## config.mk

```make
export PLATFORM = sky130hd
export DESIGN_NAME = mode_sequencer
export DESIGN_NICKNAME = d
export VERILOG_FILES = /design/src/rtl/mode_pkg.sv /design/src/rtl/key_debounce.sv /design/src/rtl/mode_sequencer.sv
export SDC_FILE = /design/constraint.sdc
export NUM_CORES = 1
export LEC_CHECK = 0
export CORE_MARGIN = 2
export CORE_UTILIZATION = 65
export CTS_CLUSTER_DIAMETER = 40
export CTS_CLUSTER_SIZE = 30
export DETAILED_ROUTE_END_ITERATION = 8
export GPL_TIMING_DRIVEN = 0
export PLACE_DENSITY_LB_ADDON = 0.08
export SYNTH_ARGS = -nofsm -noshare
export SYNTH_HDL_FRONTEND = slang
export SYNTH_HIERARCHICAL = 1
export SYNTH_SLANG_ARGS = --single-unit
```

## constraint.sdc

```tcl
create_clock -name clk -period 3.7 [get_ports clk]
set_input_delay 1.11 -clock clk [delete_from_list [all_inputs] [get_ports clk]]
set_output_delay 1.11 -clock clk [all_outputs]
set_load 0.03 [all_outputs]
```

## src/rtl/mode_pkg.sv

```systemverilog
// Mode encodings shared by the mode sequencer and the display multiplexer.
package mode_pkg;

  localparam int MODE_W = 2;

  typedef logic [MODE_W-1:0] mode_t;

  localparam mode_t MODE_ARITH   = 2'b00;
  localparam mode_t MODE_LOGIC   = 2'b01;
  localparam mode_t MODE_COMPARE = 2'b10;
  localparam mode_t MODE_MAGIC   = 2'b11;

endpackage

```

## src/rtl/key_debounce.sv

```systemverilog
// One push button: two-flop synchroniser, restart-on-bounce debounce counter,
// and a single-cycle pulse on each qualified press.
module key_debounce #(
  parameter int DB_CYCLES = 500000
) (
  input  logic clk,
  input  logic rst_n,
  input  logic raw_n,
  output logic level,
  output logic press
);

  localparam int CW = (DB_CYCLES > 1) ? $clog2(DB_CYCLES) : 1;
  localparam logic [CW-1:0] CNT_MAX = CW'(DB_CYCLES - 1);

  logic          s1;
  logic          s2;
  logic          stable;
  logic [CW-1:0] cnt;

  always_ff @(posedge clk or negedge rst_n) begin
    if (!rst_n) begin
      s1 <= 1'b1;
      s2 <= 1'b1;
    end else begin
      s1 <= raw_n;
      s2 <= s1;
    end
  end

  // level is kept as its own flop so it moves on exactly the same edge as stable.
  always_ff @(posedge clk or negedge rst_n) begin
    if (!rst_n) begin
      stable <= 1'b1;
      level  <= 1'b0;
      cnt    <= '0;
      press  <= 1'b0;
    end else begin
      press <= 1'b0;
      if (s2 == stable) begin
        cnt <= '0;
      end else if (cnt == CNT_MAX) begin
        stable <= s2;
        level  <= ~s2;
        cnt    <= '0;
        press  <= ~s2;
      end else begin
        cnt <= cnt + 1'b1;
      end
    end
  end

endmodule

```

## src/rtl/mode_sequencer.sv

```systemverilog
// Debounces the next/previous buttons and steps a wrap-around display mode,
// with a one-cycle strobe whenever the mode actually changes.
module mode_sequencer
  import mode_pkg::*;
#(
  parameter int    DB_CYCLES  = 500000,
  parameter mode_t RESET_MODE = MODE_ARITH
) (
  input  logic              clk,
  input  logic              rst_n,
  input  logic [1:0]        btn_n,
  output logic [MODE_W-1:0] mode,
  output logic              mode_changed,
  output logic [1:0]        btn_level
);

  logic [1:0] press;
  mode_t      mode_q;
  mode_t      mode_d;

  key_debounce #(.DB_CYCLES(DB_CYCLES)) u_next (
    .clk   (clk),
    .rst_n (rst_n),
    .raw_n (btn_n[0]),
    .level (btn_level[0]),
    .press (press[0])
  );

  key_debounce #(.DB_CYCLES(DB_CYCLES)) u_prev (
    .clk   (clk),
    .rst_n (rst_n),
    .raw_n (btn_n[1]),
    .level (btn_level[1]),
    .press (press[1])
  );

  // Both buttons together act as a return-to-home gesture.
  always_comb begin
    mode_d = mode_q;
    case (press)
      2'b11:   mode_d = RESET_MODE;
      2'b01:   mode_d = mode_q + 2'd1;
      2'b10:   mode_d = mode_q - 2'd1;
      default: mode_d = mode_q;
    endcase
  end

  always_ff @(posedge clk or negedge rst_n) begin
    if (!rst_n) begin
      mode_q       <= RESET_MODE;
      mode_changed <= 1'b0;
    end else begin
      mode_q       <= mode_d;
      mode_changed <= (mode_d != mode_q);
    end
  end

  assign mode = mode_q;

endmodule

```

==> metrics.md <==
| Metric | Value |
|---|---|
| Commonest non-fill, non-tap cells in the layout | `dfrtp_1 (45), nor2_1 (37), xnor2_1 (21)` |
| Relative slew margins | `0.573` |
| Gpl congestion | `between 0.8 and 0.9` |
| #FFs+latches synth | `51` |
| Fin crit period | `between 2 and 3 ns` |
| Synth Area in XOR/XNOR | `0.0991` |
| Core box area | `between 3000 and 4000 µm²` |
| Total gr overflow | `0` |
| F_max | `394 MHz` |
| Post-synthesis compound-gate area fraction | `0.0597` |
| Initial Util | `0.676` |
| Fin crit share | `0.686` |
| Syn-to-layout area delta | `9.96%` |
| Final Worst Setup Slack | `between 1 and 1.5 ns` |
| Antenna-violating nets left | `0` |
| Critical Path Start Type | `flop` |
| Fin. Hold Viols | `0` |
| Nets@finish | `276` |
| Static leakage | `1.08 nW` |
| Slew Limit Fails | `0` |
| Clock Sinks | `51` |
| Row count | `22` |
| CP max FO | `5` |
| Slowest cell on crit path | `clkdlybuf4s50_1` |
| H-tree lvl count | `2` |
| Die ar. | `4320 µm²` |
| TNS Setup | `0 ns` |
| Post-synth net total | `260` |
| PwrDens | `342 nW/µm²` |
| Clock buffer depth | `2` |
| Distinct cells, synth | `36` |
| Clock Latency Late Sink | `0.30 ns` |
| Worst Setup End Kind | `output pin` |
| Total GRT Usage | `0.243` |
| WS Path Type | `reg2out` |
| Max incr delay on CP | `0.70 ns` |
| Dpl hpwl | `around 3.2 mm` |
| Largest net degree at the start of global routing | `35` |
| Drt pass-1 iters | `4` |
| Post-CTS Setup Inserts | `0` |
| Synth Area per Inst | `9.82 µm²` |
| # port buffers | `8` |
| Adder-cell area share of the yosys netlist | `0.0202` |
| Yosys warns | `6` |
| Multiplexer share of the synthesized area | `0.00404` |
| Inserted Clock Buffers | `5` |
| Ant. Diodes | `0` |
| CTS resizes | `0` |
| Final setup fails | `0` |
| Synth Instances | `252` |
| Critical path's top delay family | `buffers and inverters` |
| Top Ports | `9` |
| Required @ worst endpoint | `2.59 ns` |
| Vias | `1862` |
| Root Buffer | `clkbuf_8` |
| Global-route wire length before repair | `~8.0 mm` |
| Commonest non-fill, non-tap cell in the layout | `dfrtp_1` |
| Drt drc | `0` |
| Wire length per cell | `14.2 µm` |
| Vias in the first global route | `~1.8k` |
| Pre-CTS setup slack | `1.39 ns` |
| Placed cells | `between 300 and 400` |
| RSZ-0062 raised after global routing | `false` |
| Initial antenna violation count | `0` |
| Bufs and invs on worst path | `1` |
| Synth Area in Simple Gates | `0.269` |
| Combinational family with the most area after synthesis | `simple AND/OR/NAND/NOR gates` |
| Post-Syn Area | `2470 µm²` |
| Post-synth EDFFs | `0` |
| Ys flop type | `dfrtp_1` |
| Worst Clk Skew | `0.00973 ns` |
| Layout fillers | `258` |
| Sequence of cells on the critical path | `clkdlybuf4s50_1` |
| Multi-input gate area | `1120 µm²` |
| Die W | `65.7 µm` |
| Worst vdd ir | `332 µV` |
| Outcome | `finished clean` |
| TritonCTS clock tree | `done` |
| Clock transition at the registers of the reported paths | `roughly 0.09 ns` |
| Post-CTS Hold Buffers | `0` |
| MaxCap Viol Count | `0` |
| Post-Route WL | `4.50 mm` |
| Least-Margin Pin Slew | `0.634 ns` |
| CP arrival | `1.43 ns` |
| Number of DRC markers in iteration 0 | `between 150 and 200` |
| Post-synthesis sequential area ratio | `0.519` |
| Routed vias/inst | `5.87` |
| DIE HEIGHT | `approximately 66 µm` |
| Reg area | `1280 µm²` |
| Worst hold path type | `reg2reg` |
| Non-Filler Instances | `317` |
| Layout cells sized above 1 | `0.0855` |
| Ys async rst share | `1.00` |
per-layer routing:
metal | share of wire | up-vias | track usage
li1 | - | 918 | -
met1 | 0.50 | 892 | 0.347
met2 | 0.45 | 47 | 0.370
met3 | 0.044 | 5 | 0.0411
met4 | 0.013 | 0 | 0.0964
met5 | 0 | - | 0
logic make-up after synthesis:
group / Yosys count
buffers and inverters: 18
adder cells (fa/ha/maj): 4
AND/OR/NAND/NOR: 124
AO/OA/AOI/OAI: 26
multiplexers: 1
flip-flops: 51
XOR/XNOR: 28
state kept, by name, indices dropped and copies added (netlist names):
name / flops
u_prev/stable: 1
u_prev/press: 1
u_prev/level: 1
u_next/stable: 1
u_prev/s2: 1
u_next/s1: 1
mode: 2
u_prev/cnt: 19
u_next/cnt: 19
u_prev/s1: 1
u_next/s2: 1
mode_changed: 1
u_next/level: 1
u_next/press: 1
synthesized netlist by cell type, types with 2 or more instances:
| cell | instances | area (µm²) |
|---|---|---|
| dfrtp_1 | 45 | 1130 |
| xnor2_1 | 21 | 184 |
| or4_1 | 3 | 22.5 |
| and3_1 | 3 | 18.8 |
| nor4b_1 | 7 | 61.3 |
| nand2_1 | 17 | 63.8 |
| o31ai_1 | 4 | 30.0 |
| xor2_1 | 7 | 61.3 |
| nor3_1 | 8 | 40.0 |
| ha_1 | 4 | 50.1 |
| nand3_1 | 15 | 75.1 |
| nand4_1 | 9 | 56.3 |
| or3_1 | 7 | 43.8 |
| nor2_1 | 37 | 139 |
| buf_2 | 3 | 15.0 |
| a21oi_1 | 8 | 40.0 |
| and2_1 | 2 | 12.5 |
| nor4_1 | 6 | 37.5 |
| dfstp_2 | 6 | 158 |
| inv_1 | 12 | 45.0 |
| o21ai_0 | 11 | 55.1 |
| clkbuf_1 | 3 | 11.3 |
report_power, final:
part	total [mW]	internal [mW]	switching (mW)
sequential	0.575	0.566	0.00854
combinational	0.0353	0.0111	0.0241
clock	0.320	0.151	0.169
total	0.930	0.728	0.202
through the flow:
step                 util  hold WS [ns]  power, mW  instance area (µm²)
detailed placement  0.718         0.350      0.622                 2630
finish              0.743         0.360      0.930                 2720
CTS                 0.743         0.362      0.946                 2720
global route        0.743         0.367      0.971                 2720
floorplan               -         0.345      0.600                 2470
global placement    0.714         0.345      0.618                 2620
area by class of cell:
cell class                      count  share of cell area
Sequential cell                    51               0.472
Buffer                              6             0.00966
Tap cell                           48              0.0221
Clock inverter                      1             0.00184
Inverter                           12              0.0166
Clock buffer                        7              0.0317
Timing Repair Buffer                9              0.0349
Multi-Input combinational cell    183               0.411
worst paths after layout:
path                                          from                        to  slack, ns  depth (start not counted)
setup / recovery                 mode[0]$_DFF_PN0_                   mode[0]       1.16                          1
hold / removal                 u_prev/s1$_DFF_PN1_       u_prev/s2$_DFF_PN1_       0.36                          0
hold reg to reg                u_prev/s1$_DFF_PN1_       u_prev/s2$_DFF_PN1_       0.36                          0
min in group asynchronous                    rst_n  u_next/cnt[15]$_DFF_PN0_       0.73                          1
setup reg to reg           u_next/cnt[0]$_DFF_PN0_  u_next/cnt[12]$_DFF_PN0_       1.39                          6
max in group asynchronous                    rst_n       u_prev/s2$_DFF_PN1_       2.38                          2
No activity file was read; power rests on OpenSTA's default activity.
